$ cat src/rtl/display_scan_sequencer.sv
// 8-digit 7-segment scan sequencer: digit select, active-low anodes,
// anti-ghost blanking, brightness, enable mask and leading-zero blanking.
module display_scan_sequencer #(
  parameter int SUB_CYCLES = 6250
) (
  input  logic        clk,
  input  logic        reset,
  input  logic [31:0] digits,
  input  logic [3:0]  brightness,
  input  logic [7:0]  digit_en,
  input  logic        lzb_en,
  output logic [2:0]  select,
  output logic [7:0]  anodes,
  output logic        frame_tick
);

  localparam int CW = (SUB_CYCLES > 1) ? $clog2(SUB_CYCLES) : 1;
  localparam logic [CW-1:0] CNT_MAX = CW'(SUB_CYCLES - 1);

  logic [CW-1:0] cnt_q, cnt_d;
  logic [3:0]    sub_q, sub_d;
  logic [2:0]    slot_q, slot_d;

  logic [3:0]    sh_bright_q, sh_bright_d;
  logic [7:0]    sh_en_q, sh_en_d;
  logic          sh_lzb_q, sh_lzb_d;
  logic [31:0]   sh_dig_q, sh_dig_d;

  logic [2:0]    select_q, select_d;
  logic [7:0]    anodes_q, anodes_d;
  logic          tick_q, tick_d;

  logic          cnt_end, sub_end, frame_end, load, lit;
  logic [7:0]    zero_from, blank;

  always_comb begin
    cnt_end   = (cnt_q == CNT_MAX);
    sub_end   = cnt_end && (sub_q == 4'hF);
    frame_end = sub_end && (slot_q == 3'd7);

    cnt_d  = cnt_end ? '0 : cnt_q + 1'b1;
    sub_d  = cnt_end ? sub_q + 4'd1 : sub_q;
    slot_d = sub_end ? slot_q + 3'd1 : slot_q;
    if (reset) begin
      cnt_d  = '0;
      sub_d  = '0;
      slot_d = '0;
    end

    load        = reset || frame_end;
    sh_bright_d = load ? brightness : sh_bright_q;
    sh_en_d     = load ? digit_en   : sh_en_q;
    sh_lzb_d    = load ? lzb_en     : sh_lzb_q;
    sh_dig_d    = load ? digits     : sh_dig_q;

    // zero_from[i]: nibbles i..7 of the shadowed value are all zero
    zero_from    = '0;
    zero_from[7] = (sh_dig_d[31:28] == 4'h0);
    for (int i = 6; i >= 0; i--) begin
      zero_from[i] = zero_from[i+1] && (sh_dig_d[4*i +: 4] == 4'h0);
    end
    blank = sh_lzb_d ? {zero_from[7:1], 1'b0} : 8'h00;

    // outputs are computed from next-state so they line up with the counters
    lit = (sub_d != 4'd0) && (sub_d <= sh_bright_d)
       && sh_en_d[slot_d] && !blank[slot_d];

    select_d = slot_d;
    anodes_d = lit ? ~(8'b1 << slot_d) : 8'hFF;
    tick_d   = (slot_d == 3'd7) && (sub_d == 4'hF) && (cnt_d == CNT_MAX);
  end

  always_ff @(posedge clk) begin
    cnt_q       <= cnt_d;
    sub_q       <= sub_d;
    slot_q      <= slot_d;
    sh_bright_q <= sh_bright_d;
    sh_en_q     <= sh_en_d;
    sh_lzb_q    <= sh_lzb_d;
    sh_dig_q    <= sh_dig_d;
    select_q    <= select_d;
    anodes_q    <= anodes_d;
    tick_q      <= tick_d;
  end

  assign select     = select_q;
  assign anodes     = anodes_q;
  assign frame_tick = tick_q;

endmodule
$ cat config.mk
export PLATFORM = sky130hd
export DESIGN_NAME = display_scan_sequencer
export DESIGN_NICKNAME = d
export VERILOG_FILES = /design/src/rtl/display_scan_sequencer.sv
export SDC_FILE = /design/constraint.sdc
export NUM_CORES = 1
export LEC_CHECK = 0
export BUFFER_PORTS_ARGS = -buffer_cell sky130_fd_sc_hd__buf_4
export CORE_MARGIN = 8
export CORE_UTILIZATION = 40
export CTS_BUF_LIST = sky130_fd_sc_hd__clkbuf_4
export CTS_CLUSTER_SIZE = 40
export DETAILED_ROUTE_END_ITERATION = 8
export PLACE_DENSITY = 0.6
export SYNTH_ARGS = -nofsm -noshare
export SYNTH_HDL_FRONTEND = slang
export SYNTH_SLANG_ARGS = --single-unit
$ cat constraint.sdc
create_clock -name clk -period 4.8 [get_ports clk]
set_input_delay 0.96 -clock clk [delete_from_list [all_inputs] [get_ports clk]]
set_output_delay 0.96 -clock clk [all_outputs]
set_load 0.05 [all_outputs]
======== Word level (Yosys, flattened, before mapping) ========
Cells that the tools add are included.
operators by class
  $add $sub $neg .......................... 3
  magnitude comparators ................... 2
  equal/unequal tests ..................... 6
  shift-type cells ........................ 1
  mux-type cells .......................... 15
  bitwise logic cells ..................... 1
  reduce and logical (&&, ||, !) cells .... 23
operators with widths
  operator               count
  $mux 32                1
  $logic_not 4->1        7
  $eq 13x13->1 const B   2
  $mux 13                2
  $mux 8                 2
  $add 13x1->13 const B  1
  $logic_and 1x1->1      13
  $mux 4                 3
  $eq 4x4->1 const B     2
  $not 8->8              1
  $shl 1x3->8 const A    1
  $bmux 1 s3             2
  $eq 3x3->1 const B     2
  $mux 3                 2
  $add 4x1->4 const B    1
  $le 4x4->1             1
  $lt 3x4->1 const B     1
  $reduce_bool 4->1      1
  $add 3x1->3 const B    1
  $mux 1                 3
  $logic_not 1->1        1
  $logic_or 1x1->1       1
word-level totals
  register bits ........................... 74
  input port bits ......................... 47
  output and inout port bits .............. 12
  word-level logic and storage cells ...... 61

======== Depth between registers and ports, before layout ========
  depth in word-level cells ............... 17
  depth in mapped cells ................... 16
  depth with buffers taken out ............ 15

======== Worst setup path before layout ========
OpenSTA, ideal clock, no wires.
  path type ............................... reg-to-reg
  start point ............................. register, netlist name select[1]
  end point ............................... register anodes_q[2] (netlist: anodes[2])
  library setup time ...................... 127 ps
  data arrival time ....................... 3776 ps
  required time ........................... 4673 ps
  path slack .............................. 897 ps
  stages on the path, launching flop included .. 16
  buffers on the path ..................... 2
  clock period less this slack ............ 3903 ps
  cells stage by stage .................... dfxtp_1 ha_1 ha_1 nand4_1 nor4_2 nor2_1 buf_2 buf_1 mux2i_1 ha_1 o21a_1 o21ai_0 nand2b_1 a21oi_1 nand2_1 or3_1
RTL lines
  what                    RTL line  RTL
  end signal: assignment  82        anodes_q <= anodes_d;
  end: declaration        30        logic [7:0] anodes_q, anodes_d;

==> metrics.md <==
| Metric | Value |
|---|---|
| Number of synthesized register bits | `70` |
| Post-synthesis simple-gate area fraction | `21.40%` |
| Fmax | `255.7 MHz` |
| IO Pins | `59` |
| Core box area | `7727 µm²` |
| Clk_lat worst skew | `0.41 ns` |
| Crit share post-route | `81.48%` |
| Final setup skew | `0.01360 ns` |
| Outcome | `completed` |
| Post-synthesis compound-gate area fraction | `7.213%` |
| Least-Margin Pin Slew | `0.7784 ns` |
| Final std cells w/o fill | `483` |
| Xor-xnor portion of the synthesized cell area | `3.311%` |
| Worst EP arrival | `4.22 ns` |
| DRT antenna net count | `0` |
| Synth-to-Final Area Change | `20.69%` |
| FILL cells | `742` |
| Buffers inserted by post-CTS timing repair | `0` |
| Peak supply drop | `0.1431 mV` |
| Synth top area share | `44.15%` |
| Flop pwr share | `54.9%` |
| Placed Cells incl. Taps | `468` |
| Ys async rst share | `0%` |
| Max Cap Viol | `0` |
| # resized after CTS | `0` |
| Combinational family with the most area after synthesis | `simple AND/OR/NAND/NOR gates` |
| Post-Route WL | `7.054 mm` |
| Syn Nets | `379` |
| Vias per cell | `5.215` |
| Layout net count | `433` |
| Synth Flop Type | `dfxtp_1` |
| P_sw | `266.5 µW` |
| Clock Sinks | `70` |
| Vias after detailed routing | `2,519` |
| Top-count cell post-synth | `dfxtp_1` |
| DR DRC count | `0` |
| Comb pwr share | `9.4%` |
| Power density cells | `302.2 nW/µm²` |
| Number of global-route vias before repair | `2,584` |
| Top cells by count, synth | `dfxtp_1, mux2_2, nor2_1` |
| CP Max Fanout | `44` |
| Drt first-iter violations | `133` |
| # diodes | `0` |
| Sequential area share after synthesis | `44.15%` |
| Post-Syn Area | `3174 µm²` |
| Initial antenna violation count | `0` |
| Multiplexer area fraction after synthesis | `17.26%` |
| Die Width | `105.1 µm` |
| Routability cong. | `0.8154` |
| Yosys cell types | `44` |
| Number of flops mapped to enable cells by yosys | `0` |
| Die ar. | `11,040 µm²` |
| Worst setup SP type | `register` |
| Clock share of power | `35.7%` |
| Setup TNS | `0 ns` |
| Initial Util | `41.08%` |
| Cts hold-fix bufs | `0` |
| GRT overflow | `0` |
| CP Data Required Time | `5.11 ns` |
| CTS Buffer Depth | `2` |
| Drt wl/cell | `14.60 µm` |
| Ys Warns | `0` |
| Final worst path period need | `3.911 ns` |
| Worst slew margin | `47.63%` |
| First-pass GRT wire length | `12.23 mm` |
| Critical path class | `register to register` |
| Adder-Cell Fraction of Synth Area | `3.547%` |
| Synth Instances | `323` |
| Inserted Clock Buffers | `9` |
| Placement row count | `32` |
| Layout cells sized above 1 | `29.40%` |
| RSZ-0062 raised after global routing | `false` |
| Final hold vios | `0` |
| Min-Delay Path Class | `register to register` |
| Vert. Die Dim | `105.1 µm` |
| Drt pass-1 iters | `4` |
| Sw Share | `23.02%` |
| Root buf cell | `clkbuf_4` |
| Syn Area/Cell | `9.828 µm²` |
| H-tree depth | `3` |
| Synth area leader | `dfxtp_1` |
| Int Pwr | `891.4 µW` |
| TritonCTS clock tree | `done` |
| Top post-synthesis cells by area | `dfxtp_1, mux2_2, mux2i_1, ha_1, nor2_1` |
| Critical Path End Type | `register` |
| Max Slew Vio Count | `0` |
| HPWL after DPL | `5.507 mm` |
| GRT Overall Usage | `13.39%` |
| Final setup viols | `0` |
| Lkg Pwr | `0.001521 µW` |
| I/O Buffers | `54` |
| Worst-path clk slew | `0.11 ns` |
| Largest net degree at the start of global routing | `45` |
-- layer usage --
layer / GRT usage [%] / share of wire, % / routed length [µm]
met5: 0 / 0 / 0
met4: 3.976 / 1.3 / 89
met3: 4.361 / 4.3 / 300
met2: 21.99 / 47 / 3303
met1: 16.28 / 48 / 3361
-- kinds of logic after synthesis --
logic type / count (synthesis)
AOI/OAI and AO/OA: 34
xor gates and xnor gates: 12
adders and majority gates: 9
buffers and inverters: 26
DFF: 70
muxes: 50
and+or+nand+nor: 122
-- placed cells by master (no fill, tap or decap), types with 2 or more instances in the layout --
cell / count
dfxtp_1: 70
buf_4: 55
mux2_2: 38
nor2_1: 24
nand2_1: 19
nor4_1: 15
inv_1: 14
mux2i_1: 12
a21oi_1: 11
nor3_1: 10
nand4_1: 9
ha_1: 9
clkbuf_4: 9
nand3_1: 8
o21ai_0: 6
xnor2_1: 6
xor2_1: 6
or4_1: 6
or3_1: 5
and3_1: 4
and2_1: 4
nor4bb_1: 3
nand4bb_1: 3
nor2b_1: 3
and4_1: 2
o2111ai_1: 2
o31a_1: 2
o22ai_1: 2
a21o_1: 2
nand2b_1: 2
clkinvlp_4: 2
bufinv_16: 2
-- layout make-up --
type                       instances  area, µm²  area share [%]
clock inverter                     6      87.58           2.286
sequential                        70       1401           36.58
inverter                          14      52.55           1.372
tap                              102      127.6           3.331
timing repair buffer              55      412.9           10.78
multi-input combinational        227       1682           43.89
clock buffer                       9      67.56           1.764
-- through the flow --
stage	utilization, %	instance area (µm²)	total power [µW]	setup WS, ns	hold slack (ns)
global placement	47.57	3676	756.2	0.9831	0.4529
CTS	49.58	3831	1176	0.8776	0.4810
floorplan	-	3174	713.3	0.8973	0.4282
finish	49.58	3831	1158	0.8887	0.4727
detailed placement	47.57	3676	760.1	0.8970	0.4531
global route	49.58	3831	1215	0.6097	0.5004
-- path summary, 6_finish.rpt --
| check | slack [ns] | from | cells after the start | end |
|---|---|---|---|---|
| min reg2reg | 0.47 | sh_en_q[6] | 2 | sh_en_q[6] |
| max | 0.89 | select[0] | 14 | anodes[2] |
| max reg2reg | 0.89 | select[0] | 14 | anodes[2] |
| min | 0.47 | sh_en_q[6] | 2 | sh_en_q[6] |
-- critical path: stages (launching register included) --
cell,delay [ns]
dfxtp_1,0.56
ha_1,0.21
ha_1,0.19
nand4_1,0.15
nor4_2,0.57
nor2_4,0.04
buf_4,0.32
mux2i_1,0.28
ha_1,0.28
o21a_1,0.10
o21ai_0,0.17
nand2b_1,0.10
a21oi_1,0.36
nand2_1,0.11
or3_1,0.34
-- power by group through the flow --
stage	Combinational (µW)	Clock, µW	Sequential (µW)
after floorplan	68.9	0	644
after global placement	108	0	648
after detailed placement	111	0	650
after CTS	111	429	636
after global routing	123	451	641
final	109	413	636
-- state kept, by name, indices dropped and copies added (netlist names), 3 cells and up --
register     flops
sh_bright_q      4
select           3
cnt_q           13
sh_en_q          8
sh_dig_q        28
anodes           8
sub_q            4
(Power assumes the default switching activity.)
